$ cat src/rtl/cordic_sched_pkg.sv
// Shared widths and helpers for the cordic request scheduler.
package cordic_sched_pkg;

   localparam int THETA_W    = 16;
   localparam int THETA_FRAC = 13;
   localparam int RES_W      = 16;
   localparam int RES_FRAC   = 14;

   function automatic int id_w(input int n);
      return (n > 1) ? $clog2(n) : 1;
   endfunction

endpackage

$ cat src/rtl/cordic_sched_fifo.sv
// First-word-fall-through result buffer; reads as zero while empty.
module cordic_sched_fifo #(
   parameter int DEPTH = 2,
   parameter int WIDTH = 8
) (
   input  logic                         clk,
   input  logic                         rst,
   input  logic                         push,
   input  logic [WIDTH-1:0]             wdata,
   input  logic                         pop,
   output logic [WIDTH-1:0]             rdata,
   output logic                         empty,
   output logic [$clog2(DEPTH+1)-1:0]   count
);

   localparam int PW = (DEPTH > 1) ? $clog2(DEPTH) : 1;
   localparam int CW = $clog2(DEPTH+1);
   localparam logic [PW-1:0] LAST = PW'(DEPTH-1);

   logic [WIDTH-1:0] mem [DEPTH];
   logic [PW-1:0]    wr_ptr, rd_ptr;
   logic             do_pop, full;

   assign empty  = (count == '0);
   assign full   = (count == CW'(DEPTH));
   assign do_pop = pop && !empty;
   assign rdata  = empty ? '0 : mem[rd_ptr];

   always_ff @(posedge clk or negedge rst) begin
      if (!rst) begin
         wr_ptr <= '0;
         rd_ptr <= '0;
         count  <= '0;
      end else begin
         if (push)
            wr_ptr <= (wr_ptr == LAST) ? '0 : wr_ptr + 1'b1;
         if (do_pop)
            rd_ptr <= (rd_ptr == LAST) ? '0 : rd_ptr + 1'b1;
         count <= count + CW'(push) - CW'(do_pop);
      end
   end

   // When full, a same-cycle pop frees the slot the push lands in.
   always_ff @(posedge clk) begin
      if (push)
         mem[wr_ptr] <= wdata;
   end

   a_no_overflow: assert property (@(posedge clk) disable iff (!rst) !(push && full && !do_pop));

endmodule

$ cat src/rtl/cordic_sched.sv
// Round-robin scheduler sharing one external pipelined cordic among N_REQ requesters.
module cordic_sched
   import cordic_sched_pkg::*;
#(
   parameter int N_REQ      = 4,
   parameter int CORDIC_LAT = 1
) (
   input  logic                        clk,
   input  logic                        rst,
   input  logic [N_REQ-1:0]            req_valid,
   input  logic [THETA_W*N_REQ-1:0]    req_theta,
   output logic [N_REQ-1:0]            req_ready,
   output logic [THETA_W-1:0]          cor_theta,
   input  logic [RES_W-1:0]            cor_cos,
   input  logic [RES_W-1:0]            cor_sin,
   output logic                        out_valid,
   input  logic                        out_ready,
   output logic [id_w(N_REQ)-1:0]      out_id,
   output logic [RES_W-1:0]            out_cos,
   output logic [RES_W-1:0]            out_sin,
   output logic                        busy
);

   localparam int ID_W  = id_w(N_REQ);
   localparam int DEPTH = CORDIC_LAT + 1;
   localparam int CW    = $clog2(DEPTH+1);
   localparam int OW    = $clog2(2*DEPTH+1);
   localparam int FW    = ID_W + 2*RES_W;

   logic [ID_W-1:0]    rr_ptr, grant_idx;
   logic [ID_W:0]      cand;
   logic               found, grant, credit_ok, pop;
   logic [CORDIC_LAT-1:0] tag_v;
   logic [ID_W-1:0]    tag_id [CORDIC_LAT];
   logic [OW-1:0]      inflight, occupancy;
   logic [CW-1:0]      fifo_count;
   logic               fifo_empty;
   logic [FW-1:0]      fifo_rdata;
   logic [THETA_W-1:0] theta_arr [N_REQ];

   always_comb begin
      found     = 1'b0;
      grant_idx = '0;
      cand      = '0;
      for (int k = 0; k < N_REQ; k++) begin
         cand = {1'b0, rr_ptr} + (ID_W+1)'(k);
         if (cand >= (ID_W+1)'(N_REQ))
            cand = cand - (ID_W+1)'(N_REQ);
         if (!found && req_valid[cand[ID_W-1:0]]) begin
            found     = 1'b1;
            grant_idx = cand[ID_W-1:0];
         end
      end
   end

   always_comb begin
      inflight = '0;
      for (int s = 0; s < CORDIC_LAT; s++)
         inflight = inflight + OW'(tag_v[s]);
   end

   // Everything accepted but not yet popped must fit in the result buffer.
   assign pop       = out_valid && out_ready;
   assign occupancy = inflight + OW'(fifo_count) - OW'(pop);
   assign credit_ok = occupancy < OW'(DEPTH);
   assign grant     = rst && found && credit_ok;

   always_comb begin
      for (int i = 0; i < N_REQ; i++)
         theta_arr[i] = req_theta[i*THETA_W +: THETA_W];
   end

   assign cor_theta = grant ? theta_arr[grant_idx] : '0;
   assign req_ready = grant ? (N_REQ'(1) << grant_idx) : '0;

   always_ff @(posedge clk or negedge rst) begin
      if (!rst) begin
         rr_ptr <= '0;
         tag_v  <= '0;
         for (int s = 0; s < CORDIC_LAT; s++)
            tag_id[s] <= '0;
      end else begin
         if (grant)
            rr_ptr <= (grant_idx == ID_W'(N_REQ-1)) ? '0 : grant_idx + 1'b1;
         tag_v[0]  <= grant;
         tag_id[0] <= grant_idx;
         for (int s = 1; s < CORDIC_LAT; s++) begin
            tag_v[s]  <= tag_v[s-1];
            tag_id[s] <= tag_id[s-1];
         end
      end
   end

   cordic_sched_fifo #(
      .DEPTH (DEPTH),
      .WIDTH (FW)
   ) u_fifo (
      .clk   (clk),
      .rst   (rst),
      .push  (tag_v[CORDIC_LAT-1]),
      .wdata ({tag_id[CORDIC_LAT-1], cor_cos, cor_sin}),
      .pop   (pop),
      .rdata (fifo_rdata),
      .empty (fifo_empty),
      .count (fifo_count)
   );

   assign out_valid                  = !fifo_empty;
   assign {out_id, out_cos, out_sin} = fifo_rdata;
   assign busy                       = (|tag_v) || !fifo_empty;

endmodule
$ cat config.mk
export PLATFORM = sky130hd
export DESIGN_NAME = cordic_sched
export DESIGN_NICKNAME = d
export VERILOG_FILES = /design/src/rtl/cordic_sched_pkg.sv /design/src/rtl/cordic_sched_fifo.sv /design/src/rtl/cordic_sched.sv
export SDC_FILE = /design/constraint.sdc
export NUM_CORES = 1
export LEC_CHECK = 0
export BUFFER_PORTS_ARGS = -buffer_cell sky130_fd_sc_hd__buf_2
export CORE_MARGIN = 1.5
export CORE_UTILIZATION = 47
export DETAILED_ROUTE_END_ITERATION = 12
export HOLD_SLACK_MARGIN = 0.05
export PLACE_DENSITY_LB_ADDON = 0.3
export REMOVE_ABC_BUFFERS = 1
export SLEW_MARGIN = 20
export SYNTH_ARGS = -nofsm -noshare
export SYNTH_HDL_FRONTEND = slang
export SYNTH_SLANG_ARGS = --single-unit
$ cat constraint.sdc
create_clock -name clk -period 3.45 [get_ports clk]
set_input_delay 0.1725 -clock clk [delete_from_list [all_inputs] [get_ports clk]]
set_output_delay 0.1725 -clock clk [all_outputs]
set_load 0.02 [all_outputs]
==> metrics <==
Final Hold Violating Endpoints=0; global-route wire length before repair=12.8 mm; depth of the worst register-to-register path=15; post-DP HPWL=5.27 mm; R2R setup slack=0.57 ns; Yosys top cell by area=edfxtp_1; Max Freq=0.308 GHz; Synth top area share=56.6%; I/O pins=159; Main synth FF type=edfxtp_1; Worst Path Arrival=3.08 ns; DP Area=4430 um2; Worst-Margin Slew=1.05 ns; most frequent cell after synthesis=edfxtp_1; P per Cell Area=771 nW/um2; gr ovfl total=0; GRT Overall Usage=20.1%; clk_skew=around 0.01 ns; FILL cells=493; area of the multi-input gates=1430 um2; met1 track demand over resource=20.8%; Clock transition at path regs=0.07 ns; drt pass-1 iters=4; R2R Path End=rr_ptr[1]; vias in the first global route=around 2800; core area=7330 um2; RSZ-0062 raised after global routing=no; worst min path class=in -> reg; synth unique cells=30; post-route worst setup slack=0.199 ns; Req. time, crit path=~3.3 ns; GR peak layer=met2; Max FO, Critical Path=8; vias=2731; Worst R2R Start=u_fifo.count[1]; final worst path period need=3.25 ns; Starting Density=49.2%; sequential cell area=about 2300 um2; Max Slew Vio Count=0; pin count of the biggest net entering global routing=36; Final period util=94.2%; MaxCap Viol Count=0; DR DRC count=0; Worst setup endpoint=cor_theta[5]; Post-synth top cells=edfxtp_1 (68), mux2i_1 (66), nor2_1 (36); Worst Setup SP=u_fifo.count[1]; clock root buffer=clkbuf_8; crit start category=register; GPL Wtd Cong=0.869; fin area=5350 um2; P_leak=0.00236 uW; largest cells by area after synthesis=edfxtp_1 (57%), mux2i_1 (18%), dfrtp_1 (6.2%), nor2_1 (3.7%), o22ai_1 (2.9%); Post-DRT Antenna Nets=0; FP Rows=31; status=completed; total die area=8210 um2; initial antenna violation count=0; Layout Area Growth over Synthesis=48.4%; final setup fails=0; relative slew slack=approximately 30%; VDD IR max=0.000422 V; Async S/R FF share, synth=11.7%; synthesized area per cell=between 10 and 15 um2; n_diodes=0; # H-tree levels=3; clock insertion delay at the later pin of the skew report=~0.34 ns; Worst setup EP type=primary output; DP Worst Slack=0.289 ns; nets@finish=560; Buffers on Ports=~160; clk buf depth=2; Die X=90.6 um; drt via density=between 4 and 5; Post-Route WL=8.49 mm; Ys Warns=0; final core utilization=73.0%; flops & latches, synth=between 70 and 80; EDFF count, synth=68; wire length per cell=15.3 um; Synth Instances=~250; met2 Use GR=37.9%; post-synthesis sequential area ratio=62.9%; fraction of layout cells with a size suffix above 1=a little under half; die span in y=approximately 90 um; GR Util met3=4.71%; DRC violation total after the first TritonRoute iteration=68; CTS tree=built; Num CTS Buffers=9; CTS Sinks=77; Crit Path Class=reg -> out; synthesized area=~3600 um2
[flip-flops by register name (all words and copies together) (netlist names)]
signal and count:
u_fifo.rd_ptr 1, tag_v 1, rr_ptr 2, u_fifo.count 2, u_fifo.mem 68, tag_id 2
u_fifo.wr_ptr 1
[area by class of cell]
class                   instances  share of cell area [%]
flip-flops and latches         77                    42.4
multi-input cells             152                    26.7
repair buffers                200                    23.8
clock buffers                  12                    2.71
well taps                      99                    2.32
clock inverters                 4                    1.36
inverters                      10                   0.702
[cells by family after synthesis]
kind of cell	share of synthesized area (%)
xor gates and xnor gates	0.729
muxes	18.6
buffers and inverters	4.27
DFF	62.9
AOI/OAI and AO/OA	4.89
adders and majority gates	2.64
and+or+nand+nor	5.97
[placed cells by master, fill, tap and decap left out, types with 2 or more instances in the layout]
cell type,count
dfrtp_2,2
clkbuf_1,2
edfxtp_1,68
inv_1,9
buf_4,17
mux2i_1,66
dlygate4sd3_1,33
o22ai_2,9
o22ai_4,7
nand2b_1,2
xor2_1,2
nor2_1,35
ha_1,5
buf_6,8
buf_2,141
nand2_8,3
bufinv_16,2
dfrtp_1,7
clkbuf_8,10
a21oi_1,3
and2_1,4
[critical path: stages, from the launching register on]
cell     delay (ns)
dfrtp_2        0.43
nor2_2         0.11
inv_1          0.06
and2_4         0.17
ha_4           0.20
inv_1          0.05
ha_1           0.13
inv_1          0.06
fa_2           0.41
xnor2_2        0.17
nand3_2        0.11
a31oi_4        0.18
buf_12         0.16
nand2_8        0.11
o22ai_2        0.24
buf_6          0.14
[power by group]
group          leakage (uW)  switching, uW  internal, uW
clock              0.000107            308           427
combinational       0.00153           1160           878
sequential         0.000724            170          1180
total               0.00236           1640          2480
[metal layers]
metal | share of wire (%) | vias to the layer above
li1 | - | 1326
met1 | 37 | 1270
met2 | 55 | 118
met3 | 5.5 | 17
met4 | 2.4 | 0
met5 | 0 | -
[what timing repair did]
item,CTS,global route
hold buffers,33,0
pin swaps,0,20
hold endpoints to repair,73,0
setup buffers,2,5
setup endpoints to repair,16,20
resized for setup,2,58
gates cloned,0,1
[worst min path at each step]
stage	start	endpoint	cells past startpoint
finish	out_ready	u_fifo.rd_ptr	3
global placement	rst	rr_ptr[0]	1
detailed placement	rst	rr_ptr[0]	1
global route	out_ready	u_fifo.rd_ptr	3
floorplan	rst	rr_ptr[0]	0
CTS	out_ready	u_fifo.rd_ptr	3
[metrics by stage]
step	total power [uW]	hold slack [ns]	std cells	TNS [ns]
final	4120	0.161	554	0
after global routing	4340	0.159	554	0
after CTS	3790	0.145	548	0
after detailed placement	3000	0.0414	497	0
after global placement	2960	0.0380	497	0
after floorplan	2460	-0.123	238	-17.69
No activity file was read; power rests on OpenSTA's default activity.
